--- config.mk ---
export PLATFORM = sky130hd
export DESIGN_NAME = dual_issue_ctrl
export DESIGN_NICKNAME = d
export VERILOG_FILES = /design/src/rtl/dual_issue_ctrl_pkg.sv /design/src/rtl/dual_issue_ctrl_pair_check.sv /design/src/rtl/dual_issue_ctrl.sv
export SDC_FILE = /design/constraint.sdc
export NUM_CORES = 1
export LEC_CHECK = 0
export CAP_MARGIN = 20
export CORE_MARGIN = 4
export CORE_UTILIZATION = 35
export CTS_CLUSTER_DIAMETER = 30
export CTS_CLUSTER_SIZE = 30
export DETAILED_ROUTE_END_ITERATION = 16
export PLACE_DENSITY_LB_ADDON = 0.05
export SETUP_SLACK_MARGIN = 0.05
export SLEW_MARGIN = 20
export SYNTH_ARGS = -nofsm -noshare
export SYNTH_HDL_FRONTEND = slang
export SYNTH_SLANG_ARGS = --single-unit
--- constraint.sdc ---
create_clock -name clk -period 2.4 [get_ports clk]
set_input_delay 0.6 -clock clk [delete_from_list [all_inputs] [get_ports clk]]
set_output_delay 0.6 -clock clk [all_outputs]
set_load 0.01 [all_outputs]
--- src/rtl/dual_issue_ctrl_pkg.sv ---
`default_nettype none
// ============================================================================
// Module   : dual_issue_ctrl_pkg
// Purpose  : Shared types and constants for the dual-issue pipeline controller.
// Contents : state_e (RUN/DIV), D_consume encodings, register-zero constant.
// Revision : 1.0 - initial release
// ============================================================================
package dual_issue_ctrl_pkg;

    typedef enum logic [0:0] {
        ST_RUN = 1'b0,
        ST_DIV = 1'b1
    } state_e;

    localparam logic [1:0] CONS_NONE = 2'd0;
    localparam logic [1:0] CONS_ONE  = 2'd1;
    localparam logic [1:0] CONS_TWO  = 2'd2;

    localparam logic [4:0] REG_ZERO  = 5'd0;

endpackage : dual_issue_ctrl_pkg
`default_nettype wire

--- src/rtl/dual_issue_ctrl_pair_check.sv ---
`default_nettype none
// ============================================================================
// Module   : dual_issue_ctrl_pair_check
// Purpose  : Combinational dual-issue eligibility of the decoded pair.
// Ports    : slot valids, slave sources, master destination, EX-stage load
//            destination, resource/slot-type flags in; dual_o out.
// Revision : 1.0 - initial release
// ============================================================================
module dual_issue_ctrl_pair_check
    import dual_issue_ctrl_pkg::*;
#(
    parameter int ALLOW_DUAL = 1
) (
    input  logic       master_valid_i,
    input  logic       slave_valid_i,
    input  logic [4:0] slave_rs_i,
    input  logic [4:0] slave_rt_i,
    input  logic [4:0] master_reg_waddr_i,
    input  logic       master_reg_wen_i,
    input  logic       master_mem_en_i,
    input  logic       slave_mem_en_i,
    input  logic       master_hilo_i,
    input  logic       slave_hilo_i,
    input  logic       slave_is_branch_i,
    input  logic       slave_priv_i,
    input  logic       e_memread_i,
    input  logic [4:0] e_reg_waddr_i,
    output logic       dual_o
);

    logic w_raw;
    logic w_slave_load_use;
    logic w_resource;
    logic w_slot_type;

    // Slave may not consume a result its partner produces in the same cycle.
    assign w_raw = master_reg_wen_i && (master_reg_waddr_i != REG_ZERO) &&
                   ((slave_rs_i == master_reg_waddr_i) ||
                    (slave_rt_i == master_reg_waddr_i));

    assign w_slave_load_use = e_memread_i && (e_reg_waddr_i != REG_ZERO) &&
                              ((slave_rs_i == e_reg_waddr_i) ||
                               (slave_rt_i == e_reg_waddr_i));

    // Only one memory port and one HI/LO unit exist.
    assign w_resource  = (master_mem_en_i && slave_mem_en_i) ||
                         (master_hilo_i && slave_hilo_i);

    // Branches and privileged ops must occupy the master slot.
    assign w_slot_type = slave_is_branch_i || slave_priv_i;

    assign dual_o = (ALLOW_DUAL != 0) && master_valid_i && slave_valid_i &&
                    !w_raw && !w_slave_load_use && !w_resource && !w_slot_type;

endmodule : dual_issue_ctrl_pair_check
`default_nettype wire

--- src/rtl/dual_issue_ctrl.sv ---
`default_nettype none
// ============================================================================
// Module   : dual_issue_ctrl
// Purpose  : Issue/hazard controller for the master/slave dual-issue pipeline.
//            Produces enables/clears for F, D, ID/EX (master/slave), M, W and
//            the number of instructions consumed from decode each cycle.
// Ports    : clk, rst (sync, active-high); decode-slot descriptors, EX load
//            and divide status, cache stalls, exception flush in;
//            pipeline enables/clears, D_consume, dual_issue, div_timeout out.
// Revision : 1.0 - initial release
// ============================================================================
module dual_issue_ctrl
    import dual_issue_ctrl_pkg::*;
#(
    parameter int ALLOW_DUAL  = 1,
    parameter int DIV_MAX_CYC = 40,
    parameter int CNT_W       = 6
) (
    input  logic       clk,
    input  logic       rst,
    input  logic       D_master_valid,
    input  logic       D_slave_valid,
    input  logic [4:0] D_master_rs,
    input  logic [4:0] D_master_rt,
    input  logic [4:0] D_slave_rs,
    input  logic [4:0] D_slave_rt,
    input  logic [4:0] D_master_reg_waddr,
    input  logic       D_master_reg_wen,
    input  logic       D_master_mem_en,
    input  logic       D_slave_mem_en,
    input  logic       D_master_hilo,
    input  logic       D_slave_hilo,
    input  logic       D_slave_is_branch,
    input  logic       D_slave_priv,
    input  logic       E_master_memRead,
    input  logic [4:0] E_master_reg_waddr,
    input  logic       E_div_start,
    input  logic       div_done,
    input  logic       i_stall,
    input  logic       d_stall,
    input  logic       M_except_flush,
    output logic       F_ena,
    output logic       D_ena,
    output logic       D_clear,
    output logic       ena1,
    output logic       ena2,
    output logic       clear1,
    output logic       clear2,
    output logic       M_ena,
    output logic       M_clear,
    output logic       W_ena,
    output logic [1:0] D_consume,
    output logic       dual_issue,
    output logic       div_timeout
);

    localparam logic [CNT_W-1:0] c_CNT_MAX = CNT_W'(DIV_MAX_CYC);

    state_e            state_q, state_d;
    logic              flush_pend_q, flush_pend_d;
    logic [CNT_W-1:0]  div_cnt_q, div_cnt_d;
    logic              div_timeout_q, div_timeout_d;

    logic w_dual;
    logic w_cache_stall;
    logic w_flush_now;
    logic w_global_stall;
    logic w_load_use;

    dual_issue_ctrl_pair_check #(
        .ALLOW_DUAL (ALLOW_DUAL)
    ) u_pair_check (
        .master_valid_i     (D_master_valid),
        .slave_valid_i      (D_slave_valid),
        .slave_rs_i         (D_slave_rs),
        .slave_rt_i         (D_slave_rt),
        .master_reg_waddr_i (D_master_reg_waddr),
        .master_reg_wen_i   (D_master_reg_wen),
        .master_mem_en_i    (D_master_mem_en),
        .slave_mem_en_i     (D_slave_mem_en),
        .master_hilo_i      (D_master_hilo),
        .slave_hilo_i       (D_slave_hilo),
        .slave_is_branch_i  (D_slave_is_branch),
        .slave_priv_i       (D_slave_priv),
        .e_memread_i        (E_master_memRead),
        .e_reg_waddr_i      (E_master_reg_waddr),
        .dual_o             (w_dual)
    );

    assign w_cache_stall  = i_stall || d_stall;
    // A flush cannot take effect while a cache transaction is in flight.
    assign w_flush_now    = (M_except_flush || flush_pend_q) && !w_cache_stall;
    assign w_global_stall = w_cache_stall || (state_q == ST_DIV);
    assign w_load_use     = E_master_memRead && (E_master_reg_waddr != REG_ZERO) &&
                            ((E_master_reg_waddr == D_master_rs) ||
                             (E_master_reg_waddr == D_master_rt));

    always_ff @(posedge clk) begin
        if (rst) begin
            state_q       <= ST_RUN;
            flush_pend_q  <= 1'b0;
            div_cnt_q     <= '0;
            div_timeout_q <= 1'b0;
        end else begin
            state_q       <= state_d;
            flush_pend_q  <= flush_pend_d;
            div_cnt_q     <= div_cnt_d;
            div_timeout_q <= div_timeout_d;
        end
    end

    // Next-state: flush overrides everything, including a pending div_done.
    always_comb begin
        state_d       = state_q;
        flush_pend_d  = flush_pend_q;
        div_cnt_d     = div_cnt_q;
        div_timeout_d = div_timeout_q;
        if (w_flush_now) begin
            state_d      = ST_RUN;
            flush_pend_d = 1'b0;
            div_cnt_d    = '0;
        end else begin
            if (M_except_flush && w_cache_stall) begin
                flush_pend_d = 1'b1;
            end
            case (state_q)
                ST_RUN: begin
                    // Entry deferred while a cache stall holds EX in place.
                    if (E_div_start && !w_cache_stall) begin
                        state_d = ST_DIV;
                    end
                end
                ST_DIV: begin
                    if (div_done) begin
                        state_d   = ST_RUN;
                        div_cnt_d = '0;
                    end else if (div_cnt_q != c_CNT_MAX) begin
                        div_cnt_d = div_cnt_q + 1'b1;
                        if (div_cnt_q + 1'b1 == c_CNT_MAX) begin
                            div_timeout_d = 1'b1;
                        end
                    end
                end
                default: state_d = ST_RUN;
            endcase
        end
    end

    always_comb begin
        F_ena      = 1'b0;
        D_ena      = 1'b0;
        D_clear    = 1'b0;
        ena1       = 1'b0;
        ena2       = 1'b0;
        clear1     = 1'b0;
        clear2     = 1'b0;
        M_ena      = 1'b0;
        M_clear    = 1'b0;
        W_ena      = 1'b0;
        D_consume  = CONS_NONE;
        dual_issue = 1'b0;
        if (rst) begin
            D_clear = 1'b1;
            clear1  = 1'b1;
            clear2  = 1'b1;
            M_clear = 1'b1;
        end else if (w_flush_now) begin
            D_clear = 1'b1;
            clear1  = 1'b1;
            clear2  = 1'b1;
            M_clear = 1'b1;
            F_ena   = 1'b1;
            W_ena   = 1'b1;
        end else if (w_global_stall) begin
            // Freeze every stage.
        end else if (w_load_use) begin
            // Hold F/D, inject a bubble into EX, let older work drain.
            clear1 = 1'b1;
            clear2 = 1'b1;
            M_ena  = 1'b1;
            W_ena  = 1'b1;
        end else begin
            F_ena = 1'b1;
            D_ena = 1'b1;
            ena1  = 1'b1;
            M_ena = 1'b1;
            W_ena = 1'b1;
            if (w_dual) begin
                ena2       = 1'b1;
                D_consume  = CONS_TWO;
                dual_issue = 1'b1;
            end else begin
                clear2    = 1'b1;
                D_consume = CONS_ONE;
            end
            if (!D_master_valid) begin
                clear1    = 1'b1;
                D_consume = CONS_NONE;
            end
        end
    end

    assign div_timeout = div_timeout_q;

endmodule : dual_issue_ctrl
`default_nettype wire

== After elaboration in Yosys (flattened, before gate mapping) ==
Cells that the tools add are included.

* Flip-flop bits (word level): 9
* Latch bits: 0
* RAM bits: 0
* ROM bits: 0
* Input bits: 47
* Output and inout bits: 14
* Word-level logic and storage cells: 89
* Memories kept: 0

* $add $sub $neg: 1
* $mul: 0
* Div/mod/pow operators: 0
* Order comparisons: 0
* Equal/unequal tests: 8
* Shifts and indexed selects: 0
* Mux-type cells: 39
* Bitwise operators: 3
* Reduce and logical (&&, ||, !) cells: 34

{| class="wikitable"
|+ Operators with widths
! kind !! count
|-
| $eq A5 B5 Y1 || 6
|-
| $mux W1 || 30
|-
| $logic_and A1 B1 Y1 || 15
|-
| $mux W2 || 6
|-
| $mux W6 || 2
|-
| $reduce_bool A5 Y1 || 2
|-
| $logic_or A1 B1 Y1 || 8
|-
| $add A6 B1 Y6 const B || 1
|-
| $eq A6 B6 Y1 const B || 1
|-
| $ne A6 B6 Y1 const B || 1
|-
| $logic_not A1 Y1 || 5
|-
| $reduce_and A5 Y1 || 1
|-
| $not A1 Y1 || 3
|-
| $pmux W1 S2 || 1
|-
| $reduce_and A2 Y1 || 1
|-
| $reduce_bool A2 Y1 || 1
|-
| $reduce_or A2 Y1 || 1
|}

== Depth between registers and ports, before layout ==
Gate-level depths: netlist of the first run.

* Word-level depth: 14
* Mapped depth: 7
* Mapped depth without buffers: 6

== By module ==
Synthesis of the first run repeated with hierarchy kept, for this count alone.

* Cell total of the unflattened synthesis: 129
* Area, all modules: 975.9 sq um

{| class="wikitable"
|+ By module, submodules not included
! module !! times used !! cells each !! area an instance (sq um) !! sequential area each (sq um)
|-
| dual_issue_ctrl || 1 || 93 || 704.4 || 180.2
|-
| dual_issue_ctrl_pair_check || 1 || 36 || 271.5 || 0.0
|}

== Worst setup path after synthesis of the first run ==
No wires, ideal clock.

* Kind: input -> output
* From: in E_master_reg_waddr[3]
* To: out ena2
* Data arrival time: 2279 ps
* Data required time: 1800 ps
* Slack: -479 ps
* Stages: 6
* Buffers on the path: 2
* Cell sequence: buf_2 or4_4 o21a_1 nand2_2 nor4bb_1 buf_4

* Cells in the longest elaborated chain, start to end: 12
* Elaborated cells between the ends (all ways): 19
* Classes of those cells: eq/ne: 4; mux: 5; reduce/logical: 10

{| class="wikitable"
|+ RTL lines
! what !! RTL line !! text
|-
| start: declaration || dual_issue_ctrl.sv:36 || <nowiki>input logic [4:0] E_master_reg_waddr,</nowiki>
|-
| $eq A5 B5 Y1 (tied with other cells) || dual_issue_ctrl_pair_check.sv:42 || <nowiki>((slave_rs_i == e_reg_waddr_i) ||</nowiki>
|-
| $logic_or A1 B1 Y1 / $logic_and A1 B1 Y1 (equally long branches) || dual_issue_ctrl_pair_check.sv:42, dual_issue_ctrl_pair_check.sv:41, dual_issue_ctrl.sv:94 ||
|-
| $logic_and A1 B1 Y1 || dual_issue_ctrl_pair_check.sv:41 || <nowiki>assign w_slave_load_use = e_memread_i && (e_reg_waddr_i != REG_ZERO) &&</nowiki>
|-
| $logic_not A1 Y1 || dual_issue_ctrl_pair_check.sv:53 || <nowiki>!w_raw && !w_slave_load_use && !w_resource && !w_slot_type;</nowiki>
|-
| $logic_and A1 B1 Y1 (3 in a row) || dual_issue_ctrl_pair_check.sv:53 ||
|-
| $mux W1 || - ||
|-
| $mux W1 (*) (4 in a row) || - ||
|-
| end: declaration || dual_issue_ctrl.sv:46 || <nowiki>output logic ena2,</nowiki>
|}

Every way passes the cells marked *; elsewhere a longest branch is shown, timed or not.

== Final worst setup path of the first run ==
* From: in D_master_reg_waddr[2]
* To: out ena2

* Cells in the longest elaborated chain, start to end: 13
* Elaborated cells between the ends (all ways): 16
* Classes of those cells: eq/ne: 2; mux: 5; reduce/logical: 9

{| class="wikitable"
|+ RTL lines
! what !! RTL line !! text
|-
| start: declaration || dual_issue_ctrl.sv:27 || <nowiki>input logic [4:0] D_master_reg_waddr,</nowiki>
|-
| $eq A5 B5 Y1 (tied with other cells) || dual_issue_ctrl_pair_check.sv:38 || <nowiki>((slave_rs_i == master_reg_waddr_i) ||</nowiki>
|-
| $logic_or A1 B1 Y1 / $logic_and A1 B1 Y1 (equally long branches) || dual_issue_ctrl_pair_check.sv:38, dual_issue_ctrl_pair_check.sv:37 ||
|-
| $logic_and A1 B1 Y1 (*) || dual_issue_ctrl_pair_check.sv:37 || <nowiki>assign w_raw = master_reg_wen_i && (master_reg_waddr_i != REG_ZERO) &&</nowiki>
|-
| $logic_not A1 Y1 (*) || dual_issue_ctrl_pair_check.sv:53 ||
|-
| $logic_and A1 B1 Y1 (*) || dual_issue_ctrl_pair_check.sv:52 || <nowiki>assign dual_o = (ALLOW_DUAL != 0) && master_valid_i && slave_valid_i &&</nowiki>
|-
| $logic_and A1 B1 Y1 (*) (3 in a row) || dual_issue_ctrl_pair_check.sv:53 ||
|-
| $mux W1 (*) || dual_issue_ctrl.sv:188 || <nowiki>if (w_dual) begin</nowiki>
|-
| $mux W1 (*) || dual_issue_ctrl.sv:176 || <nowiki>end else if (w_load_use) begin</nowiki>
|-
| $mux W1 (*) || dual_issue_ctrl.sv:174 || <nowiki>end else if (w_global_stall) begin</nowiki>
|-
| $mux W1 (*) || dual_issue_ctrl.sv:167 || <nowiki>end else if (w_flush_now) begin</nowiki>
|-
| $mux W1 (*) || dual_issue_ctrl.sv:162 || <nowiki>if (rst) begin</nowiki>
|}

Marks and branches as above.

==> impl_metrics.json, run 1 <==
{
  "initial_core_util_pct": 37.76,
  "die_h_um": 63.48,
  "antenna_left": 0,
  "htreeDepth": 1,
  "timing.fmax_mhz": 385.3,
  "grt_pass1_vias": 1449,
  "synth.largest_area_cell": "dfxtp_1",
  "grt_start_max_net_pins": 10,
  "violations": "setup timing",
  "worstPathMaxFanout": 3,
  "final_common_cell": "buf_4",
  "final_nets": 285,
  "drive_above_1_share_pct": 39.32,
  "holdBufCountCts": 0,
  "ir_worst_vdd_mv": 0.2102,
  "row_count": 19,
  "io_pins": 61,
  "synth_top_area_share_pct": 16.72,
  "clock_skew_ns": 0.004315,
  "ys.flop_type": "dfxtp_1",
  "synth_area_um2": 1077,
  "die_w_um": 63.48,
  "numCtsBuffers": 3,
  "finalHoldViolCount": 0,
  "clock_latency_ns": 0.27,
  "dpl_cell_area_um2": 1899,
  "final_cell_mix": "33 x buf_4, 26 x dlygate4sd2_1, 20 x xnor2_1",
  "core_area_um2": 2853,
  "rsz0062_at_grt": "yes",
  "crit_end": "ena2",
  "max-slew-margin-rel_pct": 63.26,
  "grt_use_met3_pct": 5.506,
  "r2r-start": "div_cnt_q[1]",
  "use_met1_pct": 22.21,
  "dpl.hpwl_um": 2930,
  "arrival_ns": 2.00,
  "place_congestion": 0.8610,
  "r2r-end": "div_timeout",
  "yosysSeqAreaShare_pct": 16.72,
  "use_met2_pct": 34.16,
  "fillers": 238,
  "setup_viol": 7,
  "reg2regPathDepth": 5,
  "drc_errors": 0,
  "utilization_pct": 71.01,
  "grt_pass1_wl_um": 6279,
  "period_share_pct": 108.1,
  "endpoint_kind": "primary output",
  "register_area_um2": 180.2,
  "cp-startpoint": "D_master_reg_waddr[2]",
  "hp-class": "flip-flop to flip-flop",
  "syn-instance-count": 140,
  "drtPass1Iterations": 5,
  "grt_remaining_overflow": 0,
  "ys_ff_latch": 9,
  "diodes": 0,
  "path_class": "input port to primary output",
  "top_usage_layer": "met2",
  "drv_slew": 0,
  "ctsRootBufferMaster": "clkbuf_4",
  "synthTopCellsByArea": "dfxtp_1 17%, xnor2_1 16%, xor2_1 8.9%",
  "wire_per_inst_um": 14.14,
  "status": "finished with violations",
  "setup_slack_ns": -0.1955,
  "syn_avg_cell_area_um2": 7.695,
  "cts_tree": "done",
  "clkTransAtPathRegs_ns": 0.06,
  "synth_cell_types": 46,
  "clock_path_buffers": 2,
  "leakagePower_uw": 0.0009461,
  "vias": 1375,
  "async_flop_share_pct": 0,
  "area_growth_pct": 88.04,
  "tightest_slew_ns": 0.5372,
  "synth-edff-count": 0,
  "fin_setup_tns_ns": -1.017,
  "wl_um": 3747,
  "start_kind": "input port",
  "finalInstanceArea_um2": 2026,
  "syn_nets": 190,
  "io_buffers": 60,
  "yosysWarnings": 0,
  "power_uw": 538.9,
  "grt.total_usage_pct": 18.90,
  "power_density_nw_per_um2": 266.0,
  "drv_cap": 0,
  "cts_sinks": 9,
  "cp_data_required_time_ns": 1.80,
  "r2r_slack_ns": 0.35,
  "dieArea_um2": 4030,
  "drt_iter0_drc": 34,
  "antenna_found_initial": 0,
  "multi_input_area_um2": 928.4,
  "fin_crit_ns": 2.595,
  "via_per_inst": 5.189
}
==> cells in the mapped netlist (3+ instances only) <==
library cell	instances
a21oi_1	5
buf_2	4
buf_4	3
dfxtp_1	9
ha_1	3
inv_1	6
nand2_1	10
nand3_1	6
nor2_1	12
nor3_1	5
o21ai_0	5
xnor2_1	20
xor2_1	11
==> per-stage QoR <==
step / std cells / hold WS, ns / worst slack, ns
2_1_floorplan: 140 / 0.4976 / -0.2528
3_3_place_gp: 251 / 0.4557 / -0.9442
3_5_place_dp: 251 / 0.4729 / -0.9732
4_1_cts: 262 / 0.4867 / -0.2142
5_1_grt: 265 / 0.5019 / -0.3039
6_report: 265 / 0.4783 / -0.1955
==> per-layer routing <==
| metal | up-vias | part of all wire, % |
|---|---|---|
| li1 | 682 | - |
| met1 | 630 | 41 |
| met2 | 56 | 50 |
| met3 | 7 | 7.4 |
| met4 | 0 | 1.4 |
| met5 | - | 0 |
==> sequential cells by signal (all words and copies together), names as in the netlist <==
signal and count:
state_q 1, flush_pend_q 1, div_timeout 1, div_cnt_q 6
==> area by class of cell <==
class	count	area share [%]
tap	31	1.915
timing repair buffer	99	40.95
multi-input combinational	116	45.83
clock buffer	4	1.297
inverter	6	1.112
sequential	9	8.894
==> worst max-delay path, cell delays in order <==
cell	delay [ns]
buf_6	0.09
or4_4	0.53
o21a_1	0.23
nand2_2	0.09
nor4bb_4	0.29
buf_2	0.18
==> worst min-delay path by stage <==
stage	startpoint	slack [ns]	cells after the start	end
2_1_floorplan	flush_pend_q	0.50	2	flush_pend_q
6_report	div_timeout	0.48	1	div_timeout
3_3_place_gp	div_timeout	0.46	1	div_timeout
5_1_grt	div_timeout	0.50	1	div_timeout
4_1_cts	div_timeout	0.49	1	div_timeout
3_5_place_dp	div_timeout	0.47	1	div_timeout
==> power by group <==
part / internal (µW) / switching (µW)
registers: 151 / 1.93
clock network: 64.3 / 56.1
logic: 154 / 111
==> kinds of logic (layout without fill, tap and decap cells) <==
kind of cell	count (synthesis)	after routing	share of synthesized area [%]
fa+ha+maj	3	3	3.485
simple gates	50	50	24.74
compound gates	32	32	22.42
xor+xnor	31	31	25.20
buf+inv	15	109	7.433
flops	9	9	16.72
==> what timing repair did <==
item / 4_1_cts / 5_1_grt
pin swaps: 32 / 16
buffers inserted: 7 / 3
endpoints found under the setup margin: 13 / 11
resized for setup: 153 / 9
(Power assumes the default switching activity.)
==> run 2: changes to the inputs <==
CORE_UTILIZATION = 38   (was 35)
SKIP_CTS_REPAIR_TIMING = 1   (was not set)
clock period = 2.8 ns   (was 2.4 ns; I/O delays follow)
==> run 2 against run 1 <==
Against the previous run:
- the flow still finishes with violations (setup timing)
- utilization is 5.5 points higher
- via count is 5.0% lower
- combinational power is 16% lower
- sequential share of layout area is 0.28 points lower
- count of clock-buffer cells in the layout stayed put
- clock power is 17% lower
- flip-flop and latch count stayed put
==> impl_metrics.json, run 2 (same netlist as run 1, synthesis figures left out) <==
{
  "period_share_pct": 100.8,
  "leakagePower_uw": 0.001193,
  "row_count": 19,
  "drtPass1Iterations": 4,
  "power.switching_uw": 140.0,
  "timing.fmax_mhz": 354.4,
  "finalHoldViolCount": 0,
  "swShare_pct": 30.85,
  "power_uw": 453.9,
  "clock_latency_ns": 0.27,
  "clkTransAtPathRegs_ns": 0.05,
  "hp-class": "flip-flop to flip-flop",
  "antenna_left": 0,
  "tightest_slew_ns": 0.4871,
  "ctsRootBufferMaster": "clkbuf_4",
  "grt_start_max_net_pins": 10,
  "diodes": 0,
  "drv_slew": 0,
  "pwr-share-comb_pct": 48.8,
  "fillers": 202,
  "die_w_um": 61.25,
  "power_density_nw_per_um2": 217.0,
  "fin_crit_ns": 2.822,
  "dpl.hpwl_um": 2709,
  "top_register": "div_cnt_q",
  "wl_um": 3545,
  "place_congestion": 0.7803,
  "drive_above_1_share_pct": 32.43,
  "io_pins": 61,
  "cts_tree": "done",
  "start_kind": "input port",
  "worstPathMaxFanout": 3,
  "dieArea_um2": 3751,
  "status": "finished with violations",
  "register_area_um2": 180.2,
  "drc_errors": 0,
  "multi_input_area_um2": 975.9,
  "violations": "setup timing",
  "drt_iter0_drc": 69,
  "die_h_um": 61.25,
  "grt_pass1_wl_um": 4754,
  "rsz0062_at_grt": "yes",
  "grt_pass1_vias": 1163,
  "internal_power_uw": 313.9,
  "clock_skew_ns": 0.003362,
  "p_seq_share_pct": 29.2,
  "endpoint_kind": "primary output",
  "dp_worst_setup_slack_ns": -0.8049,
  "vias": 1306,
  "final_common_cell": "dlymetal6s2s_1",
  "clock_path_buffers": 2,
  "final_cell_mix": "37 x dlymetal6s2s_1, 24 x buf_4, 19 x xnor2_1",
  "r2r_slack_ns": 0.82,
  "arrival_ns": 2.12,
  "setup_viol": 2,
  "pwr-share-clk_pct": 22.0,
  "drv_cap": 0,
  "area_growth_pct": 94.19,
  "antenna_found_initial": 0,
  "grt.total_usage_pct": 16.59,
  "final_nets": 273,
  "ir_worst_vdd_mv": 0.2798,
  "io_buffers": 60,
  "cp_data_required_time_ns": 2.10,
  "core_area_um2": 2734,
  "grt_remaining_overflow": 0,
  "largest_register_ffs": 6,
  "numCtsBuffers": 3,
  "wire_per_inst_um": 14.01,
  "setup_slack_ns": -0.02200,
  "initial_core_util_pct": 39.41,
  "htreeDepth": 1,
  "path_class": "input port to primary output",
  "via_per_inst": 5.162,
  "max-slew-margin-rel_pct": 66.69,
  "cts_sinks": 9
}
run 2: changes by cell type in the layout (fill, tap and decap cells not counted), sizes merged:
| cell | before | now |
|---|---|---|
| dlymetal6s2s | 0 | 37 |
| dlygate4sd2 | 26 | 0 |
| buf | 60 | 34 |
| clkbuf | 5 | 10 |
| clkdlybuf4s50 | 8 | 10 |
| clkdlybuf4s15 | 4 | 0 |
run 2: area by class of cell:
| type | instances | share of cell area [%] |
|---|---|---|
| Clock buffer | 4 | 1.256 |
| Inverter | 6 | 1.077 |
| Multi-Input combinational cell | 116 | 46.65 |
| Sequential cell | 9 | 8.612 |
| Tap cell | 31 | 1.854 |
| Timing Repair Buffer | 87 | 40.55 |
run 2: critical path: stages:
cell and delay, ns:
buf_6 0.09, or4_4 0.55, o21a_1 0.23, nand2_2 0.10, buf_6 0.10, nor4bb_4 0.18, buf_2 0.17
run 2: final timing paths:
| path | start | end | cells after the start |
|---|---|---|---|
| worst max-delay path | E_master_reg_waddr[3] | dual_issue | 7 |
| worst min-delay path | div_timeout | div_timeout | 1 |
| worst max register to register | div_cnt_q[1] | div_timeout | 5 |
| worst min register to register | div_timeout | div_timeout | 1 |
run 2: layer usage:
layer / global-route usage, % / vias up / routed length (µm)
met1: 17.60 / 595 / 1293
met5: 0 / - / 0
met2: 31.72 / 54 / 1922
met3: 5.660 / 3 / 311
met4: 2.786 / 0 / 17
li1: - / 654 / -
run 2: power groups by stage:
stage               Combinational [µW]  Clock, µW  Sequential (µW)
finish                             222        100              132
global route                       238        109              132
CTS                                207        103              131
detailed placement                 206          0              134
global placement                   203          0              134
floorplan                         87.2          0              134
run 2: stage by stage:
| step | cell area, µm² | TNS (ns) | cells | util [%] | hold WS [ns] |
|---|---|---|---|---|---|
| after floorplan | 1092 | -0.07478 | 140 | - | 0.4976 |
| after global placement | 1854 | -7.055 | 246 | 67.83 | 0.4625 |
| after detailed placement | 1854 | -7.273 | 246 | 67.83 | 0.4812 |
| after CTS | 1881 | -7.368 | 250 | 68.79 | 0.4938 |
| after global routing | 2092 | -0.3100 | 253 | 76.52 | 0.5053 |
| final | 2092 | -0.04160 | 253 | 76.52 | 0.4758 |
==> run 3: changes to the inputs <==
clock period = 2.6 ns   (was 2.8 ns; I/O delays follow)
==> run 3 against run 2 <==
Against the previous run:
- the flow still finishes with violations (setup timing)
- via count up 1.5%
- clock power rose by 10%
- first-iteration DRC count fell by 1.4%
- clock skew fell by 0.0013 ns
- sequential power increased by 7%
- utilization is 4.2 points higher
- cell count grew 2.0%
- flip-flop and latch count unchanged
- worst hold slack gained 0.0089 ns
- power grew 14%
- worst setup slack got worse by 0.099 ns
- critical path type unchanged
- critical endpoint unchanged
- highest routed layer unchanged
==> impl_metrics.json, run 3 (same netlist as run 1, synthesis figures left out) <==
{
  "status": "finished with violations",
  "diodes": 0,
  "clock_skew_ns": 0.002042,
  "tightest_slew_ns": 0.4052,
  "grt.total_usage_pct": 17.06,
  "clkTransAtPathRegs_ns": 0.06,
  "area_growth_pct": 104.8,
  "cp_data_required_time_ns": 1.95,
  "endpoint_kind": "primary output",
  "fin_crit_ns": 2.721,
  "hold_slack_ns": 0.4848,
  "power_uw": 515.9,
  "die_h_um": 61.25,
  "drc_errors": 0,
  "clock_latency_ns": 0.27,
  "ir_worst_vdd_mv": 0.2952,
  "initial_core_util_pct": 39.41,
  "cts_sinks": 9,
  "final_common_cell": "dlymetal6s2s_1",
  "io_pins": 61,
  "die_w_um": 61.25,
  "wire_per_inst_um": 14.33,
  "worstPathMaxFanout": 4,
  "vias": 1326,
  "path_class": "input port to primary output",
  "drtPass1Iterations": 4,
  "antenna_left": 0,
  "dieArea_um2": 3751,
  "utilization_pct": 80.69,
  "drt_iter0_drc": 68,
  "wl_um": 3696,
  "drv_slew": 0,
  "period_share_pct": 104.7,
  "grt_remaining_overflow": 0,
  "setup_slack_ns": -0.1214,
  "arrival_ns": 2.07,
  "clock_path_buffers": 2,
  "core_area_um2": 2734,
  "power_density_nw_per_um2": 233.9,
  "finalHoldViolCount": 0,
  "drive_above_1_share_pct": 38.33,
  "final_nets": 278,
  "r2r_slack_ns": 0.73,
  "grt_pass1_wl_um": 4988,
  "dpl.hpwl_um": 2688,
  "setup_viol": 7,
  "top_register": "div_cnt_q",
  "final_cell_mix": "35 x dlymetal6s2s_1, 27 x buf_4, 13 x xnor2_1",
  "violations": "setup timing",
  "numCtsBuffers": 3,
  "io_buffers": 60,
  "largest_register_ffs": 6,
  "rsz0062_at_grt": "yes",
  "ctsRootBufferMaster": "clkbuf_4",
  "cts_tree": "done",
  "antenna_found_initial": 0,
  "timing.fmax_mhz": 367.5,
  "row_count": 19,
  "htreeDepth": 1,
  "hp-class": "flip-flop to flip-flop",
  "max-slew-margin-rel_pct": 72.29,
  "leakagePower_uw": 0.001238,
  "grt_start_max_net_pins": 10,
  "grt_pass1_vias": 1252,
  "fillers": 179,
  "start_kind": "input port",
  "drv_cap": 0,
  "place_congestion": 0.8266,
  "via_per_inst": 5.140
}
==> run 3: report_power, final <==
part / leakage, µW / internal, µW / switching [µW]
sequential: 0.0000728 / 140 / 1.60
clock: 0.0000150 / 59.3 / 51.2
combinational: 0.00115 / 156 / 108
==> run 3: metrics by stage <==
step,instances,instance area (µm²),setup TNS [ns],setup slack (ns)
finish,258,2206,-0.5708,-0.1214
global route,258,2206,-0.9963,-0.1689
CTS,252,1903,-8.594,-0.9003
detailed placement,248,1877,-8.533,-0.8999
global placement,248,1877,-8.272,-0.8573
floorplan,140,1110,-0.2822,-0.1528
==> run 3: area by class of cell <==
| class | count | area, µm² | area share [%] |
|---|---|---|---|
| Inverter | 6 | 25.02 | 1.134 |
| Sequential cell | 9 | 180.2 | 8.168 |
| Multi-Input combinational cell | 116 | 1017 | 46.11 |
| Clock buffer | 4 | 26.28 | 1.191 |
| Timing Repair Buffer | 92 | 918.4 | 41.63 |
| Tap cell | 31 | 38.79 | 1.758 |
==> run 3: layer usage <==
metal  share of wire (%)  up-vias  global-route usage, %  routed length [µm]
met5                   0        -                      0                   0
met4                0.81        0                  1.858                  30
met3                 7.8        5                  5.241                 290
met2                  55       48                  32.48                2017
met1                  37      610                  18.98                1357
li1                    -      663                      -                   -
==> run 3: worst paths after layout <==
path / startpoint / endpoint / depth (start not counted)
worst max register to register: div_cnt_q[1] / div_timeout / 5
worst min register to register: div_timeout / div_timeout / 1
worst max-delay path: E_master_reg_waddr[3] / dual_issue / 6
worst min-delay path: div_timeout / div_timeout / 1
==> run 3: worst max-delay path: stages <==
cell      delay, ns
buf_6          0.10
or4_4          0.56
o21ai_4        0.19
o21ai_4        0.10
nor4bb_4       0.29
buf_2          0.18
